<file path="src/rtl/sap_ctrl_pkg.sv">
// sap_ctrl_pkg: control-word bit indices, one-hot masks and opcodes shared by the sequencer and its microcode ROM.
package sap_ctrl_pkg;

    localparam int HLT = 15;
    localparam int MI  = 14;
    localparam int RI  = 13;
    localparam int RO  = 12;
    localparam int IO  = 11;
    localparam int II  = 10;
    localparam int AI  = 9;
    localparam int AO  = 8;
    localparam int EO  = 7;
    localparam int SU  = 6;
    localparam int BI  = 5;
    localparam int OI  = 4;
    localparam int CE  = 3;
    localparam int CO  = 2;
    localparam int J   = 1;
    localparam int FI  = 0;

    localparam logic [15:0] M_HLT = 16'd1 << HLT;
    localparam logic [15:0] M_MI  = 16'd1 << MI;
    localparam logic [15:0] M_RI  = 16'd1 << RI;
    localparam logic [15:0] M_RO  = 16'd1 << RO;
    localparam logic [15:0] M_IO  = 16'd1 << IO;
    localparam logic [15:0] M_II  = 16'd1 << II;
    localparam logic [15:0] M_AI  = 16'd1 << AI;
    localparam logic [15:0] M_AO  = 16'd1 << AO;
    localparam logic [15:0] M_EO  = 16'd1 << EO;
    localparam logic [15:0] M_SU  = 16'd1 << SU;
    localparam logic [15:0] M_BI  = 16'd1 << BI;
    localparam logic [15:0] M_OI  = 16'd1 << OI;
    localparam logic [15:0] M_CE  = 16'd1 << CE;
    localparam logic [15:0] M_CO  = 16'd1 << CO;
    localparam logic [15:0] M_J   = 16'd1 << J;
    localparam logic [15:0] M_FI  = 16'd1 << FI;

    typedef enum logic [3:0] {
        OP_NOP = 4'h0,
        OP_LDA = 4'h1,
        OP_ADD = 4'h2,
        OP_SUB = 4'h3,
        OP_STA = 4'h4,
        OP_LDI = 4'h5,
        OP_JMP = 4'h6,
        OP_JC  = 4'h7,
        OP_JZ  = 4'h8,
        OP_OUT = 4'hE,
        OP_HLT = 4'hF
    } opcode_e;

endpackage

</file>
<file path="src/rtl/microcode_rom.sv">
// microcode_rom: purely combinational decode of (opcode, step, flags) into the 16-bit control word.
module microcode_rom
    import sap_ctrl_pkg::*;
(
    input  logic [3:0]  opcode,
    input  logic [2:0]  step,
    input  logic [1:0]  flags,
    output logic [15:0] ctrl
);

    logic [15:0] w_t2;
    logic [15:0] w_t3;
    logic [15:0] w_t4;

    always_comb begin
        w_t2 = '0;
        w_t3 = '0;
        w_t4 = '0;
        case (opcode_e'(opcode))
            OP_LDA: begin w_t2 = M_IO | M_MI; w_t3 = M_RO | M_AI; end
            OP_ADD: begin w_t2 = M_IO | M_MI; w_t3 = M_RO | M_BI; w_t4 = M_EO | M_AI | M_FI; end
            OP_SUB: begin w_t2 = M_IO | M_MI; w_t3 = M_RO | M_BI; w_t4 = M_EO | M_AI | M_SU | M_FI; end
            OP_STA: begin w_t2 = M_IO | M_MI; w_t3 = M_AO | M_RI; end
            OP_LDI: w_t2 = M_IO | M_AI;
            OP_JMP: w_t2 = M_IO | M_J;
            OP_JC:  w_t2 = flags[0] ? (M_IO | M_J) : '0;
            OP_JZ:  w_t2 = flags[1] ? (M_IO | M_J) : '0;
            OP_OUT: w_t2 = M_AO | M_OI;
            OP_HLT: w_t2 = M_HLT;
            default: ;
        endcase
        ctrl = step == 3'd0 ? (M_CO | M_MI) :
               step == 3'd1 ? (M_RO | M_II | M_CE) :
               step == 3'd2 ? w_t2 :
               step == 3'd3 ? w_t3 :
               step == 3'd4 ? w_t4 : '0;
    end

endmodule

</file>
<file path="src/rtl/control_sequencer.sv">
// control_sequencer: microstep counter and halt latch around microcode_rom.
// Optional SEQ_EARLY_END_EN ends an instruction at its first all-zero step at or beyond T2.
module control_sequencer
    import sap_ctrl_pkg::*;
#(
    parameter int MAX_STEP = 4
) (
    input  logic        clk,
    input  logic        clr,
    input  logic [3:0]  opcode,
    input  logic [1:0]  flags,
    output logic [15:0] ctrl,
    output logic [2:0]  step,
    output logic        halted,
    output logic        alu_bus_enable_n,
    output logic        alu_subtract,
    output logic        flag_fi_n
);

    logic [15:0] w_rom;
    logic        w_end;
    logic [2:0]  r_step;
    logic        r_halted;

    microcode_rom u_rom (
        .opcode(opcode),
        .step  (r_step),
        .flags (flags),
        .ctrl  (w_rom)
    );

`ifdef SEQ_EARLY_END_EN
    assign w_end = (r_step == 3'(MAX_STEP)) || (r_step >= 3'd2 && w_rom == '0);
`else
    assign w_end = r_step == 3'(MAX_STEP);
`endif

    // Once halted the word is pinned so opcode/flag changes cannot disturb the outputs.
    assign ctrl             = r_halted ? M_HLT : w_rom;
    assign step             = r_step;
    assign halted           = r_halted;
    assign alu_bus_enable_n = ~ctrl[EO];
    assign alu_subtract     = ctrl[SU];
    assign flag_fi_n        = ~ctrl[FI];

    always_ff @(posedge clk) begin
        if (clr) begin
            r_step   <= '0;
            r_halted <= 1'b0;
        end else if (!r_halted) begin
            if (w_rom[HLT])
                r_halted <= 1'b1;
            else
                r_step <= w_end ? '0 : r_step + 3'd1;
        end
    end

endmodule

</file>
<file path="config.mk">
export PLATFORM = sky130hd
export DESIGN_NAME = control_sequencer
export DESIGN_NICKNAME = d
export VERILOG_FILES = /design/src/rtl/sap_ctrl_pkg.sv /design/src/rtl/microcode_rom.sv /design/src/rtl/control_sequencer.sv
export SDC_FILE = /design/constraint.sdc
export NUM_CORES = 1
export LEC_CHECK = 0
export BUFFER_PORTS_ARGS = -buffer_cell sky130_fd_sc_hd__buf_2
export CAP_MARGIN = 20
export CORE_UTILIZATION = 42
export CTS_BUF_LIST = sky130_fd_sc_hd__clkbuf_4
export CTS_CLUSTER_DIAMETER = 120
export CTS_CLUSTER_SIZE = 24
export DETAILED_ROUTE_END_ITERATION = 8
export GPL_TIMING_DRIVEN = 0
export PLACE_DENSITY = 0.87
export SYNTH_ARGS = -nofsm -noshare
export SYNTH_HDL_FRONTEND = slang
export SYNTH_SLANG_ARGS = --single-unit
export TNS_END_PERCENT = 1
</file>
<file path="constraint.sdc">
create_clock -name clk -period 2.91 [get_ports clk]
set_input_delay 0.1455 -clock clk [delete_from_list [all_inputs] [get_ports clk]]
set_output_delay 0.1455 -clock clk [all_outputs]
set_load 0.03 [all_outputs]
</file>
==> impl_metrics.sql, run 1 <==
INSERT INTO impl_metrics (metric_group, metric, value, unit) VALUES
('cells_and_area', 'drive_above_1_share', '40.00', '%'),
('place', 'io_buffers', '30', ''),
('place', 'pre_cts_slack', '0.9210', 'ns'),
('floorplanning', 'floorplan.rows', '13', ''),
('global_routing', 'global_route_wire_length_before_repair', '2166', 'um'),
('detailed_routing', 'drc', '0', ''),
('sta', 'timing.fmax', '446.6', 'MHz'),
('detailed_routing', 'drtPass1Iterations', '4', ''),
('detailed_routing', 'drc_marker_count_from_the_first_detailed_route_iteration', '12', ''),
('cts', 'numCtsBuffers', '3', ''),
('sta', 'setup_tns', '0', 'ns'),
('sta', 'finalClockSkew', '0.001691', 'ns'),
('sta', 'grt_setup_unrepaired', 'false', ''),
('cts', 'worstSkewPairLatency', '0.23', 'ns'),
('sta', 'finalMaxSlewViolations', '0', ''),
('cells_and_area', 'multiInputGateArea', '437.9', 'um^2'),
('worst_hold_path', 'min_delay_path_depth', '2', ''),
('sta', 'finalWorstPathRequiredPeriod', '2.239', 'ns'),
('floorplanning', 'core_area', '1318', 'um^2'),
('detailed_routing', 'drtAntennaViolNets', '0', ''),
('floorplanning', 'dieArea', '1594', 'um^2'),
('cells_and_area', 'layout.core_utilization', '60.40', '%'),
('status', 'outcome', 'finished clean', ''),
('place', 'gp_routability_congestion', '0.8628', ''),
('cells_and_area', 'filler_cell_count', '132', ''),
('logic_synthesis', 'synth-warning-count', '0', ''),
('setup_path', 'number_of_cells_on_the_worst_reg_to_reg_path', '6', ''),
('logic_synthesis', 'dominantRegCellSynth', 'sky130_fd_sc_hd__dfxtp_1', ''),
('floorplanning', 'ioPinCount', '31', ''),
('setup_path', 'crit_required', '2.76', 'ns'),
('setup_path', 'setup.reg_to_reg.worst_slack', '1.19', 'ns'),
('logic_synthesis', 'share_of_yosys_cell_area_claimed_by_the_top_area_cell_type', '13.25', '%'),
('setup_path', 'rr_startpoint', 'step[0]', ''),
('setup_path', 'path_common_cell', 'sky130_fd_sc_hd__buf_2', ''),
('logic_synthesis', 'synth_cells', '82', ''),
('floorplanning', 'dieHeight', '39.93', 'um'),
('worst_hold_path', 'hp-class', 'primary input to flop', ''),
('setup_path', 'criticalPathCategory', 'flop to output pin', ''),
('cts', 'post_cts_resized', '0', ''),
('logic_synthesis', 'syn_avg_cell_area', '7.370', 'um^2'),
('setup_path', 'crit_path_max_fanout', '9', ''),
('detailed_routing', 'drt-vias-per-instance', '5.254', ''),
('setup_path', 'worst_setup_path_end_kind', 'output pin', ''),
('place', 'dp_hpwl', '1149', 'um'),
('logic_synthesis', 'synth_top_area_cell', 'sky130_fd_sc_hd__dfxtp_1', ''),
('floorplanning', 'start_util', '45.87', '%'),
('cts', 'cts.clk_slew.worst_paths', '0.03', 'ns'),
('job', 'cap_viol_max_count', '0', ''),
('global_routing', 'grt_max_degree', '11', ''),
('sta', 'max-slew-margin-rel', '69.73', '%'),
('global_routing', 'global_route_total_usage_across_every_layer', '19.95', '%'),
('detailed_routing', 'route.final.wire_length', '1422', 'um'),
('setup_path', 'crit_arrival', '2.09', 'ns'),
('cells_and_area', 'diodes', '0', ''),
('setup_path', 'cell_breakdown_of_the_critical_path', 'buf_2, inv_1, ha_1, nor4b_1, nand4_1, nor2_1, buf_4, buf_2', ''),
('global_routing', 'grt_antenna_before_repair', '0', ''),
('logic_synthesis', 'postSynth.asyncResetShare', '0', '%'),
('setup_path', 'critical_path_s_top_delay_family', 'simple AND/OR/NAND/NOR gates', ''),
('logic_synthesis', 'synth_commonest_cells', 'sky130_fd_sc_hd__inv_1, sky130_fd_sc_hd__nand2_1, sky130_fd_sc_hd__nor2_1', ''),
('logic_synthesis', 'synth_area', '604.3', 'um^2'),
('setup_path', 'depth_of_the_critical_timing_path_with_buffers_and_inverters_included', '8', ''),
('pwr', 'highest_ir_drop_seen_on_vdd', '0.2341', 'mV'),
('pwr', 'cellLeakagePower', '0.4162', 'nW'),
('cts', 'cts_hold_repair.buffers', '0', ''),
('cts', 'ctsHtreeMaxLevel', '1', ''),
('place', 'post-place-cells', '127', ''),
('sta', 'post-route-worst-setup-slack', '0.6706', 'ns'),
('setup_path', 'critPathBufInv', '4', ''),
('cts', 'post_cts_buffers', '0', ''),
('pwr', 'power_per_cell_area', '357.2', 'nW/um^2'),
('floorplanning', 'floorplan.die.width', '39.93', 'um');
[cell usage in the layout (no fill, tap or decap), types with 3 or more instances in the layout]
| cell type | synthesis | layout |
|---|---|---|
| sky130_fd_sc_hd__a21oi_1 | 3 | 3 |
| sky130_fd_sc_hd__buf_2 | 3 | 33 |
| sky130_fd_sc_hd__buf_4 | 5 | 5 |
| sky130_fd_sc_hd__clkbuf_4 | 0 | 3 |
| sky130_fd_sc_hd__dfxtp_1 | 4 | 4 |
| sky130_fd_sc_hd__ha_1 | 5 | 5 |
| sky130_fd_sc_hd__inv_1 | 8 | 8 |
| sky130_fd_sc_hd__nand2_1 | 7 | 7 |
| sky130_fd_sc_hd__nand2b_1 | 4 | 4 |
| sky130_fd_sc_hd__nand4_1 | 3 | 3 |
| sky130_fd_sc_hd__nor2_1 | 7 | 7 |
| sky130_fd_sc_hd__nor3_1 | 5 | 5 |
[sequential cells by signal, summed over array words and instances (netlist names)]
signal / flops
step: 3
halted: 1
[layer usage]
layer | track usage (%) | vias to the layer above | part of all wire [%] | routed length [um]
li1 | - | 357 | - | -
met1 | 22.07 | 303 | 46 | 655
met2 | 35.48 | 23 | 48 | 688
met3 | 3.889 | 0 | 5.5 | 78
met4 | 10.34 | 0 | 0 | 0
met5 | 0 | - | 0 | 0
[final cells by class]
cell class / instances / area share [%]
Buffer: 8 / 6.604
Clock buffer: 3 / 2.830
Inverter: 9 / 4.245
Multi-Input combinational cell: 61 / 55.03
Sequential cell: 4 / 10.06
Tap cell: 15 / 2.358
Timing Repair Buffer: 30 / 18.87
[power breakdown]
| group | switching (mW) | leakage (nW) | total [mW] | internal (mW) |
|---|---|---|---|---|
| logic | 0.0996 | 0.370 | 0.153 | 0.0530 |
| clock network | 0.0204 | 0.0138 | 0.0663 | 0.0459 |
| registers | 0.00505 | 0.0329 | 0.0653 | 0.0602 |
[metrics by stage]
step           hold slack [ns]  instance area [um^2]  total power [mW]
6_report                0.1586                 795.8            0.2842
3_3_place_gp            0.3873                 773.2            0.2161
3_5_place_dp            0.4001                 773.2            0.2185
5_1_grt                 0.1720                 795.8            0.3029
2_1_floorplan           0.2179                 604.3            0.1792
4_1_cts                 0.1498                 795.8            0.2886
[cell families (layout without fill, tap and decap cells)]
family	after synthesis	after routing	synth area share, %
buffers and inverters	17	50	14.29
AND/OR/NAND/NOR	39	39	36.23
adder cells (fa/ha/maj)	5	5	10.35
flip-flops	4	4	13.25
AO/OA/AOI/OAI	14	14	19.88
multiplexers	3	3	6.003
[path summary, 6_finish.rpt]
check,endpoint
worst max-delay path,ctrl[6]
worst min-delay path,halted
worst max register to register,step[2]
worst min register to register,step[1]
Power figures use the tool's default switching activity.
==> inputs of run 2 (changes only) <==
--- a/config.mk
+++ b/config.mk
@@ -5,6 +5,7 @@
 export SDC_FILE = /design/constraint.sdc
 export NUM_CORES = 1
 export LEC_CHECK = 0
+export ABC_AREA = 1
 export BUFFER_PORTS_ARGS = -buffer_cell sky130_fd_sc_hd__buf_2
 export CAP_MARGIN = 20
 export CORE_UTILIZATION = 42
==> constraint.sdc (replaced) <==
create_clock -name clk -period 2.26 [get_ports clk]
set_input_delay 0.113 -clock clk [delete_from_list [all_inputs] [get_ports clk]]
set_output_delay 0.113 -clock clk [all_outputs]
set_load 0.03 [all_outputs]
==> impl_metrics.sql, run 2 <==
INSERT INTO impl_metrics (metric_group, metric, value, unit) VALUES
('pwr', 'highest_ir_drop_seen_on_vdd', '0.3309', 'mV'),
('logic_synthesis', 'synth_area', '598.1', 'um^2'),
('logic_synthesis', 'synth_edf_count', '0', ''),
('sta', 'timing.final.setup_violations', '0', ''),
('logic_synthesis', 'synth-seq-cells', '4', ''),
('cts', 'clock_sink_count', '4', ''),
('sta', 'setup_tns', '0', 'ns'),
('detailed_routing', 'drtPass1Iterations', '4', ''),
('logic_synthesis', 'main_combinational_cell_family_by_area_after_synthesis', 'simple AND/OR/NAND/NOR gates', ''),
('job', 'cap_viol_max_count', '0', ''),
('logic_synthesis', 'synth_cells', '104', ''),
('sta', 'max-slew-margin-rel', '72.67', '%'),
('status', 'outcome', 'finished clean', ''),
('cts', 'numCtsBuffers', '3', ''),
('logic_synthesis', 'yosys.cell_count.top_type', 'sky130_fd_sc_hd__nand2_1', ''),
('logic_synthesis', 'synth_commonest_cells', 'sky130_fd_sc_hd__nand2_1, sky130_fd_sc_hd__nor2_1, sky130_fd_sc_hd__inv_1', ''),
('sta', 'finalMaxSlewViolations', '0', ''),
('pwr', 'power_per_cell_area', '487.9', 'nW/um^2'),
('logic_synthesis', 'synth.lib_cells_used.distinct', '22', ''),
('floorplanning', 'start_util', '45.39', '%'),
('cells_and_area', 'diodes', '0', ''),
('cts', 'cts_buffer_depth', '2', ''),
('setup_path', 'number_of_cells_on_the_worst_reg_to_reg_path', '8', ''),
('setup_path', 'crit_arrival', '1.76', 'ns'),
('cells_and_area', 'filler_cell_count', '136', ''),
('setup_path', 'worstSetupStartpointType', 'flop', ''),
('sta', 'period_share', '82.85', '%'),
('setup_path', 'crit_path_max_fanout', '5', ''),
('sta', 'finalClockSkew', '0.006734', 'ns'),
('detailed_routing', 'drtAntennaViolNets', '0', ''),
('cts', 'worstSkewPairLatency', '0.23', 'ns'),
('detailed_routing', 'drc', '0', ''),
('cells_and_area', 'syn2layout_area_growth', '32.01', '%'),
('logic_synthesis', 'synth-adder-area-share', '10.46', '%'),
('floorplanning', 'core_area', '1318', 'um^2'),
('logic_synthesis', 'synth-warning-count', '0', ''),
('logic_synthesis', 'synth_top_cells_by_area', 'sky130_fd_sc_hd__nand2_1, sky130_fd_sc_hd__dfxtp_1, sky130_fd_sc_hd__nor2_1', ''),
('global_routing', 'grt_pass1_vias', '525', ''),
('sta', 'timing.fmax', '534.1', 'MHz'),
('logic_synthesis', 'synth_top_area_cell', 'sky130_fd_sc_hd__nand2_1', ''),
('floorplanning', 'dieHeight', '39.74', 'um'),
('cells_and_area', 'final_cell_mix', 'sky130_fd_sc_hd__buf_2, sky130_fd_sc_hd__nand2_1, sky130_fd_sc_hd__nor2_1', ''),
('setup_path', 'criticalPathCategory', 'flop to output pin', ''),
('place', 'gp_routability_congestion', '0.8563', ''),
('global_routing', 'grt_overflow_total', '0', ''),
('logic_synthesis', 'postSynth.asyncResetShare', '0', '%'),
('floorplanning', 'dieArea', '1579', 'um^2'),
('cts', 'cts_hold_repair.buffers', '0', ''),
('floorplanning', 'ioPinCount', '31', ''),
('logic_synthesis', 'share_of_yosys_cell_area_claimed_by_the_top_area_cell_type', '13.81', '%'),
('cts', 'clock_tree_from_tritoncts', 'done', ''),
('sta', 'grt_setup_unrepaired', 'false', ''),
('detailed_routing', 'wl_per_cell', '8.664', 'um'),
('detailed_routing', 'route.final.wire_length', '1317', 'um'),
('sta', 'finalWorstPathRequiredPeriod', '1.872', 'ns'),
('global_routing', 'global_route_total_usage_across_every_layer', '17.66', '%'),
('cts', 'ctsHtreeMaxLevel', '1', ''),
('global_routing', 'grt_max_degree', '11', ''),
('logic_synthesis', 'synth_xor_xnor_area_share', '0', '%'),
('cells_and_area', 'finish.net_count', '152', ''),
('logic_synthesis', 'synthesis.nets', '117', ''),
('setup_path', 'regToRegEndpoint', 'step[0]', ''),
('setup_path', 'crit_path_end', 'ctrl[1]', ''),
('sta', 'report.final.hold_viol_count', '0', ''),
('cells_and_area', 'register_area', '80.08', 'um^2'),
('cells_and_area', 'drive_above_1_share', '32.85', '%'),
('setup_path', 'crit_required', '2.15', 'ns'),
('cts', 'ctsRootBufferMaster', 'sky130_fd_sc_hd__clkbuf_4', ''),
('cts', 'post_cts_buffers', '0', ''),
('logic_synthesis', 'synth-compound-area-share', '11.51', '%'),
('place', 'dp_hpwl', '1096', 'um'),
('setup_path', 'startpoint', 'step[0]', ''),
('logic_synthesis', 'seq_area_frac_synth', '13.39', '%'),
('floorplanning', 'floorplan.rows', '13', ''),
('cts', 'post_cts_resized', '0', ''),
('floorplanning', 'floorplan.die.width', '39.74', 'um'),
('setup_path', 'rr_startpoint', 'step[0]', ''),
('logic_synthesis', 'post_synth_mux_area_share', '0', '%'),
('logic_synthesis', 'synth-simple-area-share', '47.70', '%'),
('cts', 'cts.clk_slew.worst_paths', '0.04', 'ns'),
('detailed_routing', 'drc_marker_count_from_the_first_detailed_route_iteration', '12', ''),
('sta', 'hold-worst-slack', '0.05771', 'ns'),
('global_routing', 'grt_antenna_before_repair', '0', ''),
('cells_and_area', 'multiInputGateArea', '416.7', 'um^2'),
('pwr', 'cellLeakagePower', '0.4774', 'nW'),
('cells_and_area', 'most_common_library_cell_in_the_layout_ignoring_fill_and_taps', 'sky130_fd_sc_hd__buf_2', ''),
('place', 'io_buffers', '30', ''),
('detailed_routing', 'drt-vias-per-instance', '4.888', ''),
('logic_synthesis', 'dominantRegCellSynth', 'sky130_fd_sc_hd__dfxtp_1', ''),
('setup_path', 'setup.reg_to_reg.worst_slack', '0.95', 'ns'),
('global_routing', 'global_route_wire_length_before_repair', '1869', 'um'),
('setup_path', 'worst_setup_path_end_kind', 'output pin', ''),
('sta', 'timing_worst_slew_pin_value', '0.4100', 'ns'),
('cells_and_area', 'largest_register_ff_count', '3', ''),
('logic_synthesis', 'syn_avg_cell_area', '5.751', 'um^2'),
('detailed_routing', 'vias', '743', ''),
('worst_hold_path', 'hp-class', 'primary input to flop', '');
run 2: cell types whose count changed in the layout (fill, tap and decap cells not counted), moves of 3 or more:
cell / delta
sky130_fd_sc_hd__nand2_1: +15
sky130_fd_sc_hd__buf_2: -3
sky130_fd_sc_hd__nor3_1: -4
sky130_fd_sc_hd__nand3_1: +7
sky130_fd_sc_hd__nand2b_1: -4
sky130_fd_sc_hd__nor2_1: +12
sky130_fd_sc_hd__inv_1: +9
sky130_fd_sc_hd__a21oi_1: +4
run 2: how the worst min path moves through the flow:
stage / from / end / depth (start not counted)
floorplan: clr / halted / 1
global placement: clr / halted / 2
detailed placement: clr / halted / 2
CTS: clr / halted / 2
global route: clr / halted / 2
finish: clr / halted / 2
run 2: logic make-up (layout without fill, tap and decap cells):
group	count (synthesis)	after routing
AOI/OAI and AO/OA	12	12
adders and majority gates	5	5
buffers and inverters	23	56
DFF	4	4
and+or+nand+nor	60	60
run 2: area by class of cell:
class	instances	area share (%)
plain buffers	5	4.279
clock buffers	3	2.853
inverters	18	8.558
multi-input cells	77	52.77
flip-flops and latches	4	10.14
well taps	15	2.377
repair buffers	30	19.02
run 2: worst max-delay path: stages (launching register included):
cell                       delay, ns
sky130_fd_sc_hd__dfxtp_1        0.39
sky130_fd_sc_hd__inv_1          0.10
sky130_fd_sc_hd__ha_1           0.23
sky130_fd_sc_hd__inv_1          0.12
sky130_fd_sc_hd__nand4_1        0.20
sky130_fd_sc_hd__o21bai_1       0.22
sky130_fd_sc_hd__nor2_1         0.08
sky130_fd_sc_hd__buf_2          0.19
run 2: per-layer routing:
metal	up-vias	track usage [%]	wire length [um]
met4	0	6.897	0
met2	25	36.07	695
met5	-	0	0
met3	0	1.705	67
li1	399	-	-
met1	319	17.39	555
run 2: stage by stage:
stage / total power, mW / cells / instance area [um^2] / setup WS [ns] / util [%]
final: 0.3852 / 152 / 789.5 / 0.3876 / 59.92
after global routing: 0.4189 / 152 / 789.5 / 0.2101 / 59.92
after CTS: 0.3936 / 152 / 789.5 / 0.3561 / 59.92
after detailed placement: 0.2994 / 149 / 767.0 / 0.6161 / 58.21
after global placement: 0.2957 / 149 / 767.0 / 0.6477 / 58.21
after floorplan: 0.2474 / 104 / 598.1 / 0.03129 / -
run 2: where the power goes:
part           internal, mW  switching, mW  total (mW)
Sequential           0.0782        0.00936      0.0875
Combinational        0.0668          0.143       0.210
Clock                0.0594         0.0285      0.0879
